--- config.mk ---
export PLATFORM = sky130hd
export DESIGN_NAME = serial_tx
export DESIGN_NICKNAME = d
export VERILOG_FILES = /design/src/rtl/serial_tx_pkg.sv /design/src/rtl/serial_tx_tick.sv /design/src/rtl/serial_tx.sv
export SDC_FILE = /design/constraint.sdc
export NUM_CORES = 1
export LEC_CHECK = 0
export CORE_MARGIN = 2
export CORE_UTILIZATION = 39
export CTS_BUF_LIST = sky130_fd_sc_hd__clkbuf_4
export CTS_CLUSTER_SIZE = 28
export DETAILED_ROUTE_END_ITERATION = 6
export PLACE_DENSITY = 0.63
export SYNTH_ARGS = -nofsm -noshare
export SYNTH_HDL_FRONTEND = slang
export SYNTH_HIERARCHICAL = 1
export SYNTH_SLANG_ARGS = --single-unit
--- constraint.sdc ---
create_clock -name CLK -period 4.4 [get_ports CLK]
set_input_delay 0.66 -clock CLK [delete_from_list [all_inputs] [get_ports CLK]]
set_output_delay 0.66 -clock CLK [all_outputs]
set_load 0.02 [all_outputs]
--- src/rtl/serial_tx_pkg.sv ---
// Shared types and line levels for the serial transmitter.
// Latency: n/a (declarations only).
// Backpressure: n/a. Optional parity state present only with SERIAL_TX_PARITY_EN.
package serial_tx_pkg;

`ifdef SERIAL_TX_PARITY_EN
  typedef enum logic [2:0] {
    IDLE,
    START,
    DATA,
    PARITY,
    STOP
  } state_t;
`else
  typedef enum logic [2:0] {
    IDLE,
    START,
    DATA,
    STOP
  } state_t;
`endif

  // Serial line levels for the fixed framing bits.
  localparam logic LVL_IDLE  = 1'b1;
  localparam logic LVL_START = 1'b0;
  localparam logic LVL_STOP  = 1'b1;

endpackage

--- src/rtl/serial_tx_tick.sv ---
// Bit-time boundary pulse generator: one pulse every DIV cycles while enabled.
// Latency: tick is high in the last cycle of each bit time (combinational from counter).
// Backpressure: none; clr holds the counter at zero so each frame starts aligned.
module serial_tx_tick #(
  parameter int DIV = 4
) (
  input  logic CLK,
  input  logic RST,
  input  logic clr,
  output logic tick
);

  localparam int CW = (DIV > 1) ? $clog2(DIV) : 1;

  logic [CW-1:0] cnt;

  assign tick = (cnt == CW'(DIV - 1));

  // Count 0..DIV-1 and wrap; held at zero while the transmitter is idle.
  always_ff @(posedge CLK or negedge RST) begin
    if (!RST) begin
      cnt <= '0;
    end else if (clr || tick) begin
      cnt <= '0;
    end else begin
      cnt <= cnt + CW'(1);
    end
  end

endmodule

--- src/rtl/serial_tx.sv ---
// Parallel-to-serial transmitter: start bit, WIDTH data bits LSB first, optional even parity
// (SERIAL_TX_PARITY_EN), stop bit. Latency: start level on OUT the cycle after accept.
// Backpressure: DIN_READY high only in IDLE; DIN/DIN_VALID ignored while a frame is in flight.
module serial_tx #(
  parameter int WIDTH = 8,
  parameter int DIV   = 4
) (
  input  logic             CLK,
  input  logic             RST,
  input  logic [WIDTH-1:0] DIN,
  input  logic             DIN_VALID,
  output logic             DIN_READY,
  output logic             OUT,
  output logic             BUSY
);

  import serial_tx_pkg::*;

  localparam int BW = (WIDTH > 1) ? $clog2(WIDTH) : 1;

  state_t           state;
  logic [WIDTH-1:0] shreg;
  logic [WIDTH-1:0] sh_nxt;
  logic [BW-1:0]    bitcnt;
  logic             tick;
`ifdef SERIAL_TX_PARITY_EN
  logic             par;
`endif

  assign sh_nxt    = shreg >> 1;
  assign DIN_READY = (state == IDLE);

  serial_tx_tick #(
    .DIV (DIV)
  ) u_tick (
    .CLK  (CLK),
    .RST  (RST),
    .clr  (state == IDLE),
    .tick (tick)
  );

  // Frame sequencer; OUT and BUSY are registered alongside the state.
  always_ff @(posedge CLK or negedge RST) begin
    if (!RST) begin
      state  <= IDLE;
      OUT    <= LVL_IDLE;
      BUSY   <= 1'b0;
      shreg  <= '0;
      bitcnt <= '0;
`ifdef SERIAL_TX_PARITY_EN
      par    <= 1'b0;
`endif
    end else begin
      case (state)
        IDLE: begin
          if (DIN_VALID) begin
            state  <= START;
            OUT    <= LVL_START;
            BUSY   <= 1'b1;
            shreg  <= DIN;
            bitcnt <= '0;
`ifdef SERIAL_TX_PARITY_EN
            // Parity is taken from the word as accepted, before shifting.
            par    <= ^DIN;
`endif
          end
        end
        START: begin
          if (tick) begin
            state <= DATA;
            OUT   <= shreg[0];
          end
        end
        DATA: begin
          if (tick) begin
            if (bitcnt == BW'(WIDTH - 1)) begin
`ifdef SERIAL_TX_PARITY_EN
              state <= PARITY;
              OUT   <= par;
`else
              state <= STOP;
              OUT   <= LVL_STOP;
`endif
            end else begin
              bitcnt <= bitcnt + BW'(1);
              shreg  <= sh_nxt;
              OUT    <= sh_nxt[0];
            end
          end
        end
`ifdef SERIAL_TX_PARITY_EN
        PARITY: begin
          if (tick) begin
            state <= STOP;
            OUT   <= LVL_STOP;
          end
        end
`endif
        STOP: begin
          if (tick) begin
            state <= IDLE;
            OUT   <= LVL_IDLE;
            BUSY  <= 1'b0;
          end
        end
        default: begin
          state <= IDLE;
          OUT   <= LVL_IDLE;
          BUSY  <= 1'b0;
        end
      endcase
    end
  end

endmodule

After elaboration in Yosys (flattened, before gate mapping):

Cells that the tools add are included.

* register bits after elaboration: 18
* output and inout bits: 3

* bitwise gates (word level): 1
* equal/unequal tests: 11
* reductions and logical operators: 8
* mux-type cells: 24
* $add $sub $neg: 2

Operators by type and width (count)
* 3-bit two-way mux: 8
* 8-bit two-way mux: 3
* 8-bit one-hot mux with 2 select lines: 1
* 3-bit one-hot mux with 4 select lines: 1
* 4-bit AND reduction: 2
* 1-bit two-way mux: 7
* 3-bit by 2-bit == test with 1-bit output (second input constant): 2
* 2-bit by 1-bit inequality test with 1-bit output (second input constant): 3
* 2-bit inequality test (second input constant): 3
* 3-bit one-hot mux with 2 select lines: 1
* 5-bit AND reduction: 1
* 1-bit one-hot mux with 4 select lines: 1
* 3-bit by 1-bit adder with 3-bit output (second input constant): 1
* 3-bit by 1-bit == test with 1-bit output (second input constant): 1
* 3-bit == test (second input constant): 1
* 3-bit zero test: 1
* 1-bit one-hot mux with 3 select lines: 1
* 3-bit AND reduction: 1
* 2-bit by 1-bit adder with 2-bit output (second input constant): 1
* 2-bit == test (second input constant): 1
* 2-bit two-way mux: 1
* 2-bit nonzero test: 1
* 2-bit OR reduction: 1
* 1-bit logical OR: 1
* 1-bit NOT: 1

Longest topological paths before layout:

Gate-level depths: netlist of run 1.

* depth after elaboration: 4
* gate-level depth with buffers: 6

Hierarchy:

Netlist of run 1, hierarchy kept.

By module, submodules not included
* serial_tx: seq. area each 376.6 um2, cells each 69, area an instance 884.6 um2, times used 1
* serial_tx_tick: seq. area each 50.0 um2, cells each 5, area an instance 85.1 um2, times used 1

Worst setup path before layout of run 1:

No wires, ideal clock.

* path type: register -> register
* start: register state[0]
* end: register shreg[0]
* setup slack: 2.554 ns
* data arrival time: 1.721 ns
* path buffers: 1
* clock period less this slack: 1.846 ns
* required time: 4.275 ns
* setup time: 0.125 ns
* cell stages (with the launch flop): 7
* cells stage by stage: dfrtp_1 -> inv_1 -> ha_1 -> nor2b_2 -> a211oi_2 -> buf_6 -> mux2_4

* cells in the longest elaborated chain, start to end: 3
* elaborated cells on any way between the ends: 8

Ends and longest elaborated chain
* start: declaration: RTL line serial_tx.sv:21 `state_t state;`
* start signal: assignment: RTL line serial_tx.sv:45 `state <= IDLE;`
* start signal: assignment: RTL line serial_tx.sv:57 `state <= START;`
* start signal: assignment: RTL line serial_tx.sv:70 `state <= DATA;`
* 3-bit zero test *
* via DIN_READY: RTL line serial_tx.sv:12 `output logic DIN_READY,`
* 2-bit inequality test (no source line) or 2-bit nonzero test (tied branches)
* 4-bit AND reduction (no source line)
* end signal: assignment: RTL line serial_tx.sv:86 `shreg <= sh_nxt;`
* end: declaration: RTL line serial_tx.sv:22 `logic [WIDTH-1:0] shreg;`

The timed path passes the listed nets; every way through them passes the cells marked *.
A chain may end at the register's enable or synchronous reset.

Worst setup path in the final report of run 1:

* start: register state[0]
* end: register shreg[2]

* cells in the longest elaborated chain, start to end: 3
* elaborated cells on any way between the ends: 8

Ends and longest elaborated chain
* 3-bit by 2-bit == test with 1-bit output or 3-bit zero test (tied branches): RTL line serial_tx.sv:54 `case (state)`
* 2-bit inequality test (no source line), or another cell as far along
* 4-bit AND reduction (no source line)

Several ways; a longest one is shown, not always the timed one.

==> results of run 1 <==
[cells in the mapped netlist (2+ instances only)]
cell | count | area [sq um]
o2bb2ai_1 | 2 | 17.5
mux2_4 | 6 | 90.1
o21ai_0 | 3 | 15.0
buf_6 | 2 | 22.5
mux2_2 | 10 | 113
dfrtp_1 | 16 | 400
inv_1 | 6 | 22.5
ha_1 | 8 | 100
[flip-flops by register name, summed over array words and instances (netlist names)]
register    flops
OUT             1
state           2
BUSY            1
shreg           8
bitcnt          3
u_tick/cnt      2
[kinds of logic after synthesis]
kind of cell | count (synthesis) | share of synthesized area
adders and majority gates | 8 | 0.103
DFF | 17 | 0.440
muxes | 17 | 0.219
and+or+nand+nor | 13 | 0.105
AOI/OAI and AO/OA | 11 | 0.0865
buffers and inverters | 8 | 0.0464
[how the worst max path moves through the flow]
stage              start       end  slack, ps
5_1_grt         state[0]  shreg[2]       1690
6_report        state[0]  shreg[2]       1890
4_1_cts         state[0]  shreg[2]       1870
3_5_place_dp   DIN_VALID  shreg[2]       1780
3_3_place_gp   DIN_VALID  shreg[2]       1810
2_1_floorplan   state[0]  shreg[0]       2550
[final cells by class]
| class | instances | area (sq um) | share of cell area |
|---|---|---|---|
| Clock buffer | 3 | 22.5 | 0.0197 |
| Timing Repair Buffer | 13 | 130 | 0.114 |
| Tap cell | 30 | 37.5 | 0.0329 |
| Sequential cell | 17 | 427 | 0.373 |
| Inverter | 6 | 22.5 | 0.0197 |
| Clock inverter | 1 | 5.00 | 0.00438 |
| Multi-Input combinational cell | 49 | 498 | 0.436 |
[critical path, delay by kind of cell, from the launching register on]
family,cells,cell delay [ps]
adders and majority gates,1,520
muxes,1,410
AOI/OAI and AO/OA,1,770
buffers and inverters,1,120
and+or+nand+nor,1,160
DFF,1,430
[routing by layer]
metal,share of wire,global-route usage,wire length (um)
met1,0.49,0.191,790
met2,0.44,0.217,708
met3,0.058,0.0500,93
met5,0,0,0
met4,0.0062,0.0256,10
[stage by stage]
stage | total power [mW] | std cells | cell area [sq um]
3_3_place_gp | 0.753 | 115 | 1110
6_report | 0.839 | 119 | 1140
4_1_cts | 0.849 | 119 | 1140
3_5_place_dp | 0.760 | 115 | 1110
2_1_floorplan | 0.681 | 74 | 970
5_1_grt | 0.914 | 119 | 1140
[where the power goes]
group / switching, mW / total, mW / internal [mW] / leakage (nW)
sequential: 0.0445 / 0.279 / 0.235 / 0.209
clock: 0.0524 / 0.0862 / 0.0338 / 0.0177
combinational: 0.209 / 0.474 / 0.265 / 0.278
==> out/metrics.json, run 1 <==
{
  "status": {"value": "finished, final reports clean"},
  "final.setup.tns": {"value": 0, "unit": "ps"},
  "power-per-cell-area": {"value": 735, "unit": "nW/um^2"},
  "final.setup_skew": {"value": 8.55, "unit": "ps"},
  "setup.worst_path.end_class": {"value": "flop"},
  "detail_route.wl_per_cell": {"value": 13.5, "unit": "um"},
  "dr_total_vias": {"value": 606},
  "overall_die_height": {"value": 53.9, "unit": "um"},
  "fill_cells": {"value": 224},
  "syn_area": {"value": 970, "unit": "sq um"},
  "post_cts_setup_inserts": {"value": 0},
  "synth-warning-count": {"value": 6},
  "worst_slew_margin": {"value": 0.366},
  "regToRegStartpoint": {"value": "state[0]"},
  "grt_start_max_net_pins": {"value": 18},
  "timing.hold.worst.class": {"value": "flop to flop"},
  "rr_endpoint": {"value": "shreg[2]"},
  "start_util": {"value": 0.402},
  "irDropWorstVdd": {"value": 0.476, "unit": "mV"},
  "numClockSinks": {"value": 17},
  "cts_tree": {"value": "built"},
  "antenna_cells_inserted": {"value": 0},
  "slowest_delay": {"value": 770, "unit": "ps"},
  "drc": {"value": 0},
  "detailedPlacementHpwl": {"value": 1.14, "unit": "mm"},
  "cts_hold_buf": {"value": 0},
  "worstHoldStart": {"value": "u_tick/cnt[0]"},
  "clk_root_buffer_cell": {"value": "clkbuf_4"},
  "utilization": {"value": 0.474},
  "synth.net_count": {"value": 93},
  "timing.setup.critical_path_class": {"value": "flop to flop"},
  "drt_first_pass_iters": {"value": 4},
  "synthToLayoutAreaGrowth": {"value": 17.8, "unit": "%"},
  "place.port_buffers": {"value": 13},
  "rrSetupSlack": {"value": 1890, "unit": "ps"},
  "core_area": {"value": 2410, "unit": "sq um"},
  "cells_after_synthesis": {"value": 74},
  "cpMaxStageDelayCell": {"value": "a211oi_2"},
  "cp_data_required_time": {"value": 4590, "unit": "ps"},
  "tightest_slew": {"value": 950, "unit": "ps"},
  "final_hold_viol_count": {"value": 0},
  "place_congestion": {"value": 0.744},
  "synth.distinct_cells": {"value": 29},
  "asyncSetResetFlopFracSynth": {"value": 1.00},
  "arrival": {"value": 2700, "unit": "ps"},
  "timing.final.max_slew_violations": {"value": 0},
  "ctsHtreeMaxLevel": {"value": 1},
  "final_critical_path_setup_slack": {"value": 1890, "unit": "ps"},
  "rr_worst_depth": {"value": 5},
  "grt_setup_unrepaired": {"value": "no"},
  "cts-root-to-sink-buffers": {"value": 2},
  "tritoncts.num_buffers": {"value": 3},
  "routed_wl": {"value": 1.60, "unit": "mm"},
  "vias_per_cell": {"value": 5.09},
  "post-route-period-util": {"value": 0.570},
  "max_cap_check_violation_count": {"value": 0},
  "power.static_leakage": {"value": 0.505, "unit": "nW"},
  "cp_max_fo": {"value": 12},
  "seq_area_frac_synth": {"value": 0.440},
  "io_pins": {"value": 14},
  "post_synth_edffs": {"value": 0},
  "crit_chain": {"value": "inv_1 > ha_1 > nor2_1 > a211oi_2 > mux2_2"},
  "period_minus_slack": {"value": 2510, "unit": "ps"},
  "ant_nets": {"value": 0},
  "startpoint_type": {"value": "flop"},
  "max_freq": {"value": 398, "unit": "MHz"},
  "number_of_global_route_vias_before_repair": {"value": 667},
  "row_count": {"value": 18},
  "fp.dieArea": {"value": 2900, "unit": "sq um"},
  "postCtsResizedCells": {"value": 0},
  "worstHoldPathCells": {"value": 1},
  "setup-violations-final": {"value": 0},
  "holdWs": {"value": 463, "unit": "ps"},
  "hold_worst_path_end": {"value": "u_tick/cnt[0]"},
  "final_common_cell": {"value": "dfrtp_1"},
  "groute.usage.overall": {"value": 0.141},
  "num-nets-final": {"value": 109},
  "grt_overflow_total": {"value": 0},
  "yosys_register_bits": {"value": 17},
  "layout-drive-gt1-share": {"value": 0.292},
  "pre_cts_setup_slack": {"value": 1780, "unit": "ps"},
  "clkTransAtPathRegs": {"value": 110, "unit": "ps"},
  "layout_common_cells": {"value": "16 x dfrtp_1, 13 x clkdlybuf4s50_1, 10 x mux2_2, 8 x ha_1"},
  "worstSkewPairLatency": {"value": 290, "unit": "ps"},
  "drt_iter0_markers": {"value": 8},
  "dieWidth": {"value": 53.9, "unit": "um"},
  "global_route_wire_length_before_repair": {"value": 2.95, "unit": "mm"},
  "ys.flop_type": {"value": "dfrtp_1"},
  "grt_antenna_before_repair": {"value": 0},
  "post_synth.cell_area_avg": {"value": 13.1, "unit": "sq um"}
}
No activity file was read; power rests on OpenSTA's default activity.
==> run 2: changes to the inputs <==
PLACE_DENSITY = 0.66   (was 0.63)
clock period = 2.1 ns   (was 4.4 ns; I/O delays follow)
==> run 2 against run 1 <==
Net effect: maximum frequency up 33%; highest routed layer unchanged; largest power group unchanged; critical endpoint unchanged; register-to-register slack worse by 1700 ps; sequential power up 110%; total power up 120%.
==> out/metrics.json, run 2 (same netlist as run 1, synthesis figures left out) <==
{
  "multi_input_area": {"value": 500, "unit": "sq um", "change": "was 498 sq um"},
  "regToRegStartpoint": {"value": "bitcnt[0]", "change": "was state[0]"},
  "final.setup.tns": {"value": 0, "unit": "ps", "change": "unchanged"},
  "post-layout-total-power": {"value": 1.82, "unit": "mW", "change": "was 0.839 mW"},
  "synthToLayoutAreaGrowth": {"value": 21.7, "unit": "%", "change": "was 17.8%"},
  "cp_max_fo": {"value": 5, "change": "was 12"},
  "max_cap_check_violation_count": {"value": 0, "change": "unchanged"},
  "core_area": {"value": 2410, "unit": "sq um", "change": "unchanged"},
  "row_count": {"value": 18, "change": "unchanged"},
  "cts_tree": {"value": "built", "change": "unchanged"},
  "timing.hold.worst.class": {"value": "input pin to asynchronous set/reset pin", "change": "was flop to flop"},
  "startpoint_type": {"value": "flop", "change": "unchanged"},
  "layout_common_cells": {"value": "16 x dfrtp_1, 12 x clkdlybuf4s50_1, 10 x mux2_2, 7 x ha_1", "change": "was 16 x dfrtp_1, 13 x clkdlybuf4s50_1, 10 x mux2_2, 8 x ha_1"},
  "number_of_global_route_vias_before_repair": {"value": 616, "change": "was 667"},
  "timing.final.max_slew_violations": {"value": 0, "change": "unchanged"},
  "post-route-period-util": {"value": 0.900, "change": "was 0.570"},
  "io_pins": {"value": 14, "change": "unchanged"},
  "top_regs": {"value": "shreg: 8 flops, bitcnt: 3 flops", "change": "unchanged"},
  "p_comb_frac": {"value": 0.575, "change": "was 0.565"},
  "seq_area": {"value": 427, "unit": "sq um", "change": "unchanged"},
  "irDropWorstVdd": {"value": 0.839, "unit": "mV", "change": "was 0.476 mV"},
  "global_route.usage.met3": {"value": 0.0278, "change": "was 0.0500"},
  "slowest_delay": {"value": 410, "unit": "ps", "change": "was 770 ps"},
  "globalRouteMet1Util": {"value": 0.147, "change": "was 0.191"},
  "final_common_cell": {"value": "dfrtp_1", "change": "unchanged"},
  "start_util": {"value": 0.402, "change": "unchanged"},
  "drt_iter0_markers": {"value": 4, "change": "was 8"},
  "power.static_leakage": {"value": 0.537, "unit": "nW", "change": "was 0.505 nW"},
  "fill_cells": {"value": 213, "change": "was 224"},
  "ant_nets": {"value": 0, "change": "unchanged"},
  "detailedPlacementHpwl": {"value": 1.17, "unit": "mm", "change": "was 1.14 mm"},
  "path_depth": {"value": 6, "change": "was 5"},
  "groute.usage.overall": {"value": 0.127, "change": "was 0.141"},
  "power_report.internal_total": {"value": 1.18, "unit": "mW", "change": "was 0.534 mW"},
  "max_flop_register": {"value": "shreg", "change": "unchanged"},
  "critPathTopFamily": {"value": "flip-flops", "change": "was compound AO/OA/AOI/OAI gates"},
  "routed_wl": {"value": 1.55, "unit": "mm", "change": "was 1.60 mm"},
  "final_hold_viol_count": {"value": 0, "change": "unchanged"},
  "worstPathBufferInverterCount": {"value": 1, "change": "unchanged"},
  "grt_start_max_net_pins": {"value": 18, "change": "unchanged"},
  "grt.met2_usage": {"value": 0.209, "change": "was 0.217"},
  "tightest_slew": {"value": 278, "unit": "ps", "change": "was 950 ps"},
  "capturing_instance_or_port_of_the_critical_path": {"value": "shreg[2]", "change": "unchanged"},
  "grt_setup_unrepaired": {"value": "no", "change": "unchanged"},
  "global_route.peak_usage_layer": {"value": "met2", "change": "unchanged"},
  "num-nets-final": {"value": 113, "change": "was 109"},
  "timing.setup.critical_path_class": {"value": "flop to flop", "change": "unchanged"},
  "global_route_wire_length_before_repair": {"value": 2.57, "unit": "mm", "change": "was 2.95 mm"},
  "vias_per_cell": {"value": 5.05, "change": "was 5.09"},
  "largest_register_ffs": {"value": 8, "change": "unchanged"},
  "ctsHtreeMaxLevel": {"value": 1, "change": "unchanged"},
  "overall_die_height": {"value": 53.9, "unit": "um", "change": "unchanged"},
  "grt_overflow_total": {"value": 0, "change": "unchanged"},
  "crit_path_start": {"value": "bitcnt[0]", "change": "was state[0]"},
  "rr_endpoint": {"value": "shreg[2]", "change": "unchanged"},
  "cts_hold_buf": {"value": 0, "change": "unchanged"},
  "rrSetupSlack": {"value": 210, "unit": "ps", "change": "was 1890 ps"},
  "cp_data_required_time": {"value": 2280, "unit": "ps", "change": "was 4590 ps"},
  "worst_slew_margin": {"value": 0.815, "change": "was 0.366"},
  "antenna_cells_inserted": {"value": 0, "change": "unchanged"},
  "crit_chain": {"value": "ha_1 > ha_1 > nand2b_1 > a211oi_2 > buf_4 > mux2_2", "change": "was inv_1 > ha_1 > nor2_1 > a211oi_2 > mux2_2"},
  "drc": {"value": 0, "change": "unchanged"},
  "clk_root_buffer_cell": {"value": "clkbuf_4", "change": "unchanged"},
  "drt_first_pass_iters": {"value": 3, "change": "was 4"},
  "place_congestion": {"value": 0.731, "change": "was 0.744"},
  "rr_worst_depth": {"value": 6, "change": "was 5"},
  "utilization": {"value": 0.490, "change": "was 0.474"},
  "design_area": {"value": 1180, "unit": "sq um", "change": "was 1140 sq um"},
  "final.setup_skew": {"value": 3.44, "unit": "ps", "change": "was 8.55 ps"},
  "post_cts_setup_inserts": {"value": 0, "change": "unchanged"},
  "worstSkewPairLatency": {"value": 290, "unit": "ps", "change": "about the same"},
  "detail_route.wl_per_cell": {"value": 12.6, "unit": "um", "change": "was 13.5 um"},
  "grt_antenna_before_repair": {"value": 0, "change": "unchanged"},
  "dpl-instance-area": {"value": 1140, "unit": "sq um", "change": "was 1110 sq um"},
  "p_sw_frac": {"value": 0.348, "change": "was 0.364"},
  "cts-root-to-sink-buffers": {"value": 2, "change": "unchanged"},
  "arrival": {"value": 2070, "unit": "ps", "change": "was 2700 ps"},
  "cpMaxStageDelayCell": {"value": "dfrtp_1", "change": "was a211oi_2"},
  "clkTransAtPathRegs": {"value": 100, "unit": "ps", "change": "was 110 ps"},
  "power-per-cell-area": {"value": 1540, "unit": "nW/um^2", "change": "was 735 nW/um^2"},
  "place.port_buffers": {"value": 13, "change": "unchanged"},
  "crit_top_cell": {"value": "ha_1"},
  "dieWidth": {"value": 53.9, "unit": "um", "change": "unchanged"},
  "clock_power_share": {"value": 0.103, "change": "about the same"},
  "status": {"value": "finished, final reports clean", "change": "unchanged"},
  "numClockSinks": {"value": 17, "change": "unchanged"},
  "tritoncts.num_buffers": {"value": 3, "change": "unchanged"},
  "max_freq": {"value": 529, "unit": "MHz", "change": "was 398 MHz"},
  "postCtsResizedCells": {"value": 1, "change": "was 0"},
  "setup.worst_path.end_class": {"value": "flop", "change": "unchanged"},
  "layout-drive-gt1-share": {"value": 0.333, "change": "was 0.292"},
  "setup-violations-final": {"value": 0, "change": "unchanged"},
  "dr_total_vias": {"value": 621, "change": "was 606"},
  "fp.dieArea": {"value": 2900, "unit": "sq um", "change": "unchanged"},
  "p_sw": {"value": 0.631, "unit": "mW", "change": "was 0.306 mW"},
  "pwr-share-seq": {"value": 0.323, "change": "was 0.333"},
  "period_minus_slack": {"value": 1890, "unit": "ps", "change": "was 2510 ps"}
}
==> run 2: cell count changes in the layout (fill, tap and decap cells not counted) <==
| cell | previous run | this run |
|---|---|---|
| clkinv_2 | 1 | 0 |
| buf_4 | 0 | 4 |
| ha_2 | 0 | 1 |
| dlymetal6s2s_1 | 0 | 1 |
| ha_1 | 8 | 7 |
| clkbuf_4 | 3 | 4 |
| clkdlybuf4s50_1 | 13 | 12 |
==> run 2: cell type report <==
type / instances / area share
clock buffers: 4 / 0.0255
inverters: 6 / 0.0191
multi-input cells: 49 / 0.424
flip-flops and latches: 17 / 0.362
well taps: 30 / 0.0318
repair buffers: 17 / 0.138
==> run 2: through the flow <==
| stage | setup WS [ps] | hold WS (ps) | instances |
|---|---|---|---|
| floorplan | 254 | 19.4 | 74 |
| global placement | 249 | 444 | 119 |
| detailed placement | 206 | 451 | 119 |
| CTS | 26.2 | 343 | 123 |
| global route | 99.2 | 353 | 123 |
| finish | 210 | 339 | 123 |
==> run 2: how the worst min path moves through the flow <==
stage / start / to / slack (ps) / cells after the start
2_1_floorplan: RST / BUSY / 20 / 0
3_5_place_dp: u_tick/cnt[0] / u_tick/cnt[0] / 450 / 1
6_report: RST / u_tick/cnt[0] / 340 / 2
3_3_place_gp: u_tick/cnt[0] / u_tick/cnt[0] / 440 / 1
4_1_cts: RST / bitcnt[1] / 340 / 2
5_1_grt: RST / shreg[6] / 350 / 2
==> run 2: power groups by stage <==
stage / clock network (mW) / registers, mW / logic, mW
floorplan: 0 / 0.592 / 0.834
global placement: 0 / 0.588 / 1.05
detailed placement: 0 / 0.596 / 1.05
CTS: 0.193 / 0.589 / 1.06
global route: 0.203 / 0.608 / 1.16
finish: 0.186 / 0.586 / 1.04
==> run 2: routing by layer <==
layer	part of all wire	wire, um	vias to the layer above
met2	0.50	774	8
met1	0.45	701	306
met3	0.025	38	4
li1	-	-	303
met5	0	0	-
met4	0.020	31	0
==> run 3: changes to the inputs <==
CTS_CLUSTER_DIAMETER = 80   (was default)
SLEW_MARGIN = 20   (was default)
==> results of run 3 <==
Final layout, timing and power as in run 2 (identical DEF).
